<file path="src/rtl/mem_wait_bridge.sv">
// mem_wait_bridge: turns a single-cycle core read/write request into a bus
// transaction that waits for slave ready, stalling the core meanwhile.
// Optional macro MEM_WAIT_BRIDGE_TIMEOUT_EN adds a WAIT watchdog that
// raises oCoreFault after TIMEOUT_CYCLES cycles without iBusReady.
module mem_wait_bridge #(
  parameter int unsigned DATA_WIDTH     = 32,
  parameter int unsigned ADDR_WIDTH     = 32,
  parameter int unsigned TIMEOUT_CYCLES = 255
) (
  input  logic                    iCLK,
  input  logic                    iRST,
  input  logic                    iCoreRead,
  input  logic                    iCoreWrite,
  input  logic [ADDR_WIDTH-1:0]   iCoreAddress,
  input  logic [DATA_WIDTH-1:0]   iCoreWriteData,
  input  logic [DATA_WIDTH/8-1:0] iCoreByteEnable,
  output logic [DATA_WIDTH-1:0]   oCoreReadData,
  output logic                    oCoreStall,
  output logic                    oCoreDone,
  output logic                    oCoreFault,
  output logic                    oBusReadEnable,
  output logic                    oBusWriteEnable,
  output logic [ADDR_WIDTH-1:0]   oBusAddress,
  output logic [DATA_WIDTH-1:0]   oBusWriteData,
  output logic [DATA_WIDTH/8-1:0] oBusByteEnable,
  input  logic                    iBusReady,
  input  logic [DATA_WIDTH-1:0]   iBusReadData
);

  localparam int unsigned BE_WIDTH = DATA_WIDTH / 8;

  // Elaboration-time parameter legality checks
  if ((DATA_WIDTH < 8) || ((DATA_WIDTH % 8) != 0)) begin : g_bad_data_width
    $error("mem_wait_bridge: DATA_WIDTH must be a multiple of 8 and >= 8");
  end
  if ((TIMEOUT_CYCLES < 1) || (TIMEOUT_CYCLES > 65535)) begin : g_bad_timeout
    $error("mem_wait_bridge: TIMEOUT_CYCLES must be 1..65535");
  end

  typedef enum logic [1:0] {
    S_IDLE  = 2'd0,
    S_WAIT  = 2'd1,
    S_DONE  = 2'd2,
    S_FAULT = 2'd3
  } state_t;

  state_t                  state_q, state_d;
  logic [ADDR_WIDTH-1:0]   addr_q, addr_d;
  logic [DATA_WIDTH-1:0]   wdata_q, wdata_d;
  logic [BE_WIDTH-1:0]     be_q, be_d;
  logic                    wr_q, wr_d;
  logic [DATA_WIDTH-1:0]   rdata_q, rdata_d;

`ifdef MEM_WAIT_BRIDGE_TIMEOUT_EN
  // Sized so the counter can hold TIMEOUT_CYCLES itself without wrapping
  localparam int unsigned CNT_W = (TIMEOUT_CYCLES > 1) ? $clog2(TIMEOUT_CYCLES + 1) : 1;
  logic [CNT_W-1:0] cnt_q, cnt_d;
`endif

  // State, latched request and captured read data registers
  always_ff @(posedge iCLK) begin
    if (iRST) begin
      state_q <= S_IDLE;
      addr_q  <= '0;
      wdata_q <= '0;
      be_q    <= '0;
      wr_q    <= 1'b0;
      rdata_q <= '0;
`ifdef MEM_WAIT_BRIDGE_TIMEOUT_EN
      cnt_q   <= '0;
`endif
    end else begin
      state_q <= state_d;
      addr_q  <= addr_d;
      wdata_q <= wdata_d;
      be_q    <= be_d;
      wr_q    <= wr_d;
      rdata_q <= rdata_d;
`ifdef MEM_WAIT_BRIDGE_TIMEOUT_EN
      cnt_q   <= cnt_d;
`endif
    end
  end

  // Next-state: accept a request in IDLE, wait for ready, then pulse done/fault
  always_comb begin
    state_d = state_q;
    addr_d  = addr_q;
    wdata_d = wdata_q;
    be_d    = be_q;
    wr_d    = wr_q;
    rdata_d = rdata_q;
`ifdef MEM_WAIT_BRIDGE_TIMEOUT_EN
    cnt_d   = cnt_q;
`endif
    unique case (state_q)
      S_IDLE: begin
        if (iCoreRead && iCoreWrite) begin
          state_d = S_FAULT;
        end else if (iCoreRead || iCoreWrite) begin
          addr_d  = iCoreAddress;
          wdata_d = iCoreWriteData;
          be_d    = iCoreByteEnable;
          wr_d    = iCoreWrite;
          state_d = S_WAIT;
`ifdef MEM_WAIT_BRIDGE_TIMEOUT_EN
          cnt_d   = '0;
`endif
        end
      end
      S_WAIT: begin
        if (iBusReady) begin
          if (!wr_q) rdata_d = iBusReadData;
          state_d = S_DONE;
        end else begin
`ifdef MEM_WAIT_BRIDGE_TIMEOUT_EN
          cnt_d = cnt_q + CNT_W'(1);
          if (cnt_d == CNT_W'(TIMEOUT_CYCLES)) state_d = S_FAULT;
`endif
        end
      end
      S_DONE:  state_d = S_IDLE;
      S_FAULT: state_d = S_IDLE;
      default: state_d = S_IDLE;
    endcase
  end

  // Strobes and pulses decode from state; forced low while reset is held
  assign oBusReadEnable  = !iRST && (state_q == S_WAIT) && !wr_q;
  assign oBusWriteEnable = !iRST && (state_q == S_WAIT) &&  wr_q;
  assign oCoreDone       = !iRST && (state_q == S_DONE);
  assign oCoreFault      = !iRST && (state_q == S_FAULT);
  assign oCoreStall      = (state_q == S_WAIT) ||
                           ((state_q == S_IDLE) && (iCoreRead || iCoreWrite));

  // Bus payload always comes from the latched request, never the live core bus
  assign oBusAddress    = addr_q;
  assign oBusWriteData  = wdata_q;
  assign oBusByteEnable = be_q;
  assign oCoreReadData  = rdata_q;

endmodule

</file>
<file path="config.mk">
export PLATFORM = sky130hd
export DESIGN_NAME = mem_wait_bridge
export DESIGN_NICKNAME = d
export VERILOG_FILES = /design/src/rtl/mem_wait_bridge.sv
export SDC_FILE = /design/constraint.sdc
export NUM_CORES = 1
export LEC_CHECK = 0
export CORE_ASPECT_RATIO = 1.4
export CORE_UTILIZATION = 44
export DETAILED_ROUTE_END_ITERATION = 6
export PLACE_DENSITY = 0.86
export SLEW_MARGIN = 10
export SYNTH_ARGS = -nofsm -noshare
export SYNTH_HDL_FRONTEND = slang
export SYNTH_SLANG_ARGS = --single-unit
export TNS_END_PERCENT = 5
</file>
<file path="constraint.sdc">
create_clock -name iCLK -period 3.2 [get_ports iCLK]
set_input_delay 0.64 -clock iCLK [delete_from_list [all_inputs] [get_ports iCLK]]
set_output_delay 0.64 -clock iCLK [all_outputs]
set_load 0.005 [all_outputs]
</file>
==> results of run 1 <==
==> flip-flops by register name (all words and copies together) (netlist names) <==
name,cells
oBusAddress,32
oBusWriteData,32
oCoreReadData,32
oBusByteEnable,4
state_q,2
wr_q,1
==> logic make-up (layout without fill, tap and decap cells) <==
group,count (synthesis),after routing,share of synthesized area [%]
flip-flops,103,103,48.1
AO/OA/AOI/OAI,36,36,4.32
AND/OR/NAND/NOR,215,215,27.8
multiplexers,68,68,15.9
XOR/XNOR,1,1,0.204
buffers and inverters,37,235,3.76
==> worst max-delay path, cell delays in order <==
cell and delay, ps:
clkdlybuf4s50_1 480, nor3_1 370, nor2_1 80, clkdlybuf4s50_1 460
==> through the flow <==
step | area (µm²) | std cells | setup WS, ps | hold slack, ps | utilization, %
CTS | 6840 | 768 | 521 | 457 | 72.3
finish | 6840 | 768 | 528 | 457 | 72.3
detailed placement | 6500 | 752 | 531 | 448 | 68.7
global route | 6840 | 768 | 436 | 474 | 72.3
floorplan | 4290 | 460 | 1170 | 453 | -
global placement | 6500 | 752 | 541 | 441 | 68.7
==> worst paths after layout <==
path,start,cells past startpoint,slack (ps),endpoint
worst max-delay path,iCoreWrite,4,530,oCoreStall
worst min-delay path,oCoreReadData[14],2,460,oCoreReadData[14]
worst max register to register,state_q[1],3,1520,oBusWriteData[23]
worst min register to register,oCoreReadData[14],2,460,oCoreReadData[14]
==> Yosys cell counts, drive strengths merged <==
library cell,number
a21boi,1
a21oi,33
and3,1
and3b,1
buf,12
clkbuf,24
dfxtp,103
inv,1
mux2i,68
nand2,66
nand2b,136
nand3b,1
nand4bb,1
nor2,3
nor3,3
nor3b,1
nor4b,1
nor4bb,1
o21ai,1
o31ai,1
xnor2,1
==> final cells by class <==
cell class	instances	area, µm²
fill	692	2620
timing repair buffer	218	2210
multi-input combinational	320	2090
sequential	103	2060
clock buffer	12	267
tap	110	138
clock inverter	4	76.3
inverter	1	3.75
==> layer usage <==
| layer | up-vias | wire (µm) | GRT usage [%] |
|---|---|---|---|
| li1 | 1863 | - | - |
| met1 | 1729 | 4250 | 22.4 |
| met2 | 168 | 5660 | 40.8 |
| met3 | 27 | 1020 | 7.82 |
| met4 | 0 | 386 | 12.1 |
| met5 | - | 0 | 0 |
==> power breakdown <==
part	switching, mW	internal [mW]	leakage, nW
Clock	0.472	0.751	0.165
Sequential	0.0590	1.38	0.843
Combinational	0.235	0.423	1.53
Total	0.766	2.55	2.53
==> impl_metrics.tcl, run 1 <==
set metrics [dict create \
    core_um2 9460 \
    crit_fanout 4 \
    wire_per_inst_um 14.7 \
    cap_viol_max_count 0 \
    fin_skew_ps 6.30 \
    ys_seq_area_share_pct 48.1 \
    area_delta_synth_final_pct 59.5 \
    numPortBuffers 209 \
    ir_worst_vdd_uv 320 \
    period_share_pct 83.5 \
    grt_pass1_wl_mm 18.1 \
    initial_core_util_pct 45.3 \
    grt_max_degree 100 \
    grt_antenna_before_repair 0 \
    die_w_um 85.4 \
    finalHoldViolCount 0 \
    worstPathArrival_ps 2030 \
    cts.sinks 103 \
    hold_buffers 0 \
    fin_tns_setup_ps 0 \
    cts-htree-levels 3 \
    worstHoldPathType "reg -> reg" \
    die-height_um 119 \
    syn_area_per_cell_um2 9.32 \
    rsz0062_at_grt "no" \
    synth_top_cell_by_area "dfxtp_1" \
    p_per_area_nw_per_um2 486 \
    dr.pass1.iters 4 \
    overflow 0 \
    layout_min_cycle_time_ps 2670 \
    maxSlewHeadroom_pct 54.7 \
    layout-drive-gt1-share_pct 4.26 \
    nets 758 \
    leakage_nw 2.53 \
    cts_max_path_buffers 2 \
    cts_buffers 9 \
    cts_root_buf "clkbuf_16" \
    layout_common_cells "208 x clkdlybuf4s50_1, 136 x nand2b_1, 103 x dfxtp_1" \
    ant_nets 0 \
    cts_tree "yes" \
    wirelength_mm 11.3 \
    postCtsSetupBuffers 0 \
    synth_area_leaders "dfxtp_1 48%, nand2b_1 20%, mux2i_1 16%" \
    path_class "in -> out" \
    p_total_mw 3.32 \
    grt_pass1_vias 3866 \
    synth_cell_types 23 \
    synthCells 460 \
    vias_per_cell 4.93 \
    cp-end-kind "primary output" \
    clock_latency_ps 340 \
    clk_pin_slew_worst_paths_ps 70 \
    tightest_slew_ps 679 \
    postSynthNetCount 565 \
    antenna_cells 0 \
    drt_iter0_drc 133 \
    num_rows 42 \
    post-dp-hpwl_mm 8.39 \
    setup-violations-final 0 \
    cp-start-kind "input port" \
    synth_top_area_share_pct 48.1 \
    gp_congestion 0.735 \
    crit_required_ps 2560 \
    cts_resized 0 \
    yosys_warnings 0 \
    grt_usage_pct 22.7 \
    ys_ff_latch 103 \
    vias 3787 \
    synth.cell_area_um2 4290 \
    drc 0 \
    ios 210 \
    timing.final.max_slew_violations 0 \
    fp.dieArea_um2 10100 \
    fmax_ghz 0.374 \
    final_common_cell "clkdlybuf4s50_1" \
    status "complete, no violations" \
]
Power figures use the tool's default switching activity.
==> inputs of run 2 (changes only) <==
--- a/config.mk
+++ b/config.mk
@@ -6,9 +6,9 @@
 export NUM_CORES = 1
 export LEC_CHECK = 0
 export CORE_ASPECT_RATIO = 1.4
-export CORE_UTILIZATION = 44
+export CORE_UTILIZATION = 37
 export DETAILED_ROUTE_END_ITERATION = 6
-export PLACE_DENSITY = 0.86
+export PLACE_DENSITY = 0.77
 export SLEW_MARGIN = 10
 export SYNTH_ARGS = -nofsm -noshare
 export SYNTH_HDL_FRONTEND = slang
==> constraint.sdc (replaced) <==
create_clock -name iCLK -period 2.35 [get_ports iCLK]
set_input_delay 0.47 -clock iCLK [delete_from_list [all_inputs] [get_ports iCLK]]
set_output_delay 0.47 -clock iCLK [all_outputs]
set_load 0.005 [all_outputs]
==> run 2 against run 1 <==
  * Via count is 1.0% lower
  * Die area is 19% higher
  * First-iteration DRC count is 47% lower
  * Hold slack worse by 72 ps
  * Non-clock buffer count is 1 higher
  * Clock skew is 1.5 ps lower
  * Sequential share of layout area stayed put
  * Setup slack worse by 400 ps
  * Flip-flop and latch count stayed put
  * Highest routed layer is now met5
==> impl_metrics.tcl, run 2 (synthesis results as in run 1) <==
set metrics [dict create \
    cts_buffers 9 \
    crit_required_ps 1880 \
    fmax_ghz 0.450 \
    worstPathArrival_ps 1750 \
    cts_max_path_buffers 2 \
    cap_viol_max_count 0 \
    cts_tree "yes" \
    ant_nets 0 \
    initial_core_util_pct 38.0 \
    gp_congestion 0.785 \
    layout_common_cells "208 x clkdlybuf4s50_1, 136 x nand2b_1, 103 x dfxtp_1" \
    layout_min_cycle_time_ps 2220 \
    p_total_mw 4.33 \
    die-height_um 129 \
    cts.sinks 103 \
    hold_buffers 0 \
    fp.dieArea_um2 12000 \
    fin_skew_ps 4.81 \
    fin_tns_setup_ps 0 \
    nets 759 \
    period_share_pct 94.6 \
    area_delta_synth_final_pct 59.5 \
    numPortBuffers 209 \
    setup-violations-final 0 \
    vias_per_cell 4.67 \
    finalHoldViolCount 0 \
    clock_latency_ps 330 \
    cts-htree-levels 3 \
    clk_pin_slew_worst_paths_ps 70 \
    status "complete, no violations" \
    reg2reg_slack_ps 750 \
    timing.final.max_slew_violations 0 \
    cts_resized 0 \
    drc 0 \
    p_per_area_nw_per_um2 632 \
    grt_pass1_wl_mm 17.5 \
    leakage_nw 2.51 \
    final_common_cell "clkdlybuf4s50_1" \
    core_um2 11300 \
    grt_antenna_before_repair 1 \
    cts_root_buf "clkbuf_16" \
    tightest_slew_ps 897 \
    ir_worst_vdd_uv 367 \
    multi_input_area_um2 2090 \
    drt_iter0_drc 70 \
    overflow 0 \
    cp-end-kind "primary output" \
    rsz0062_at_grt "no" \
    post-dp-hpwl_mm 7.93 \
    seqCellArea_um2 2060 \
    grt_usage_pct 18.4 \
    antenna_cells 0 \
    layout-drive-gt1-share_pct 4.10 \
    grt_pass1_vias 3687 \
    ios 210 \
    maxSlewHeadroom_pct 40.2 \
    postCtsSetupBuffers 0 \
    wirelength_mm 11.1 \
    num_rows 46 \
    path_class "reg -> out" \
    crit_fanout 10 \
    worstHoldPathType "in -> reg" \
    vias 3748 \
    die_w_um 93.0 \
    dr.pass1.iters 4 \
    wire_per_inst_um 13.8 \
    fill_cells 947 \
    cp-start-kind "flop" \
    grt_max_degree 165 \
]
==> run 2: changes by cell type in the layout (fill, tap and decap cells not counted) <==
cell	before	now
clkbuf_1	0	2
buf_6	0	1
inv_6	0	1
clkinv_2	0	2
clkbuf_8	3	0
bufinv_16	2	1
clkinv_4	1	0
==> run 2: worst paths after layout <==
check | startpoint | end | cells after the start
worst min register to register | oCoreReadData[11] | oCoreReadData[11] | 2
worst max-delay path | state_q[1] | oBusReadEnable | 4
worst min-delay path | iRST | oCoreReadData[31] | 2
worst max register to register | state_q[0] | oCoreReadData[10] | 4
==> run 2: cell type report <==
type                            instances  area share, %
Multi-Input combinational cell        320           30.5
Sequential cell                       103           30.2
Tap cell                              144           2.63
Clock buffer                           11           3.40
Inverter                                1         0.0549
Timing Repair Buffer                  219           32.4
Clock inverter                          5          0.823
==> run 2: per-stage QoR <==
stage                     setup WS, ps  hold WS, ps  utilization, %  instance area [µm²]  std cells
after floorplan                    663          453               -                 4290        460
after global routing             0.377          382            60.6                 6840        803
after CTS                          123          362            60.6                 6840        803
final                              126          385            60.6                 6840        803
after global placement             147          441            58.0                 6550        787
after detailed placement           151          446            58.0                 6550        787
==> run 2: worst max-delay path: stages, from the launching register on <==
cell and delay (ps):
dfxtp_1 440, nor2_1 220, nand2_1 80, nor2_1 140
clkdlybuf4s50_1 540
==> run 2: routing by layer <==
layer  up-vias  routed length (µm)  GRT usage [%]
li1       1863                   -              -
met2       155                5350           32.7
met5         -                  10              0
met1      1707                4490           19.6
met3        21                 902           6.16
met4         2                 296           8.60
==> run 2: power by group <==
part           switching (mW)  internal (mW)  total (mW)
Clock                   0.644          0.827        1.47
Combinational           0.317          0.579       0.896
Sequential             0.0786           1.88        1.96
Total                    1.04           3.29        4.33
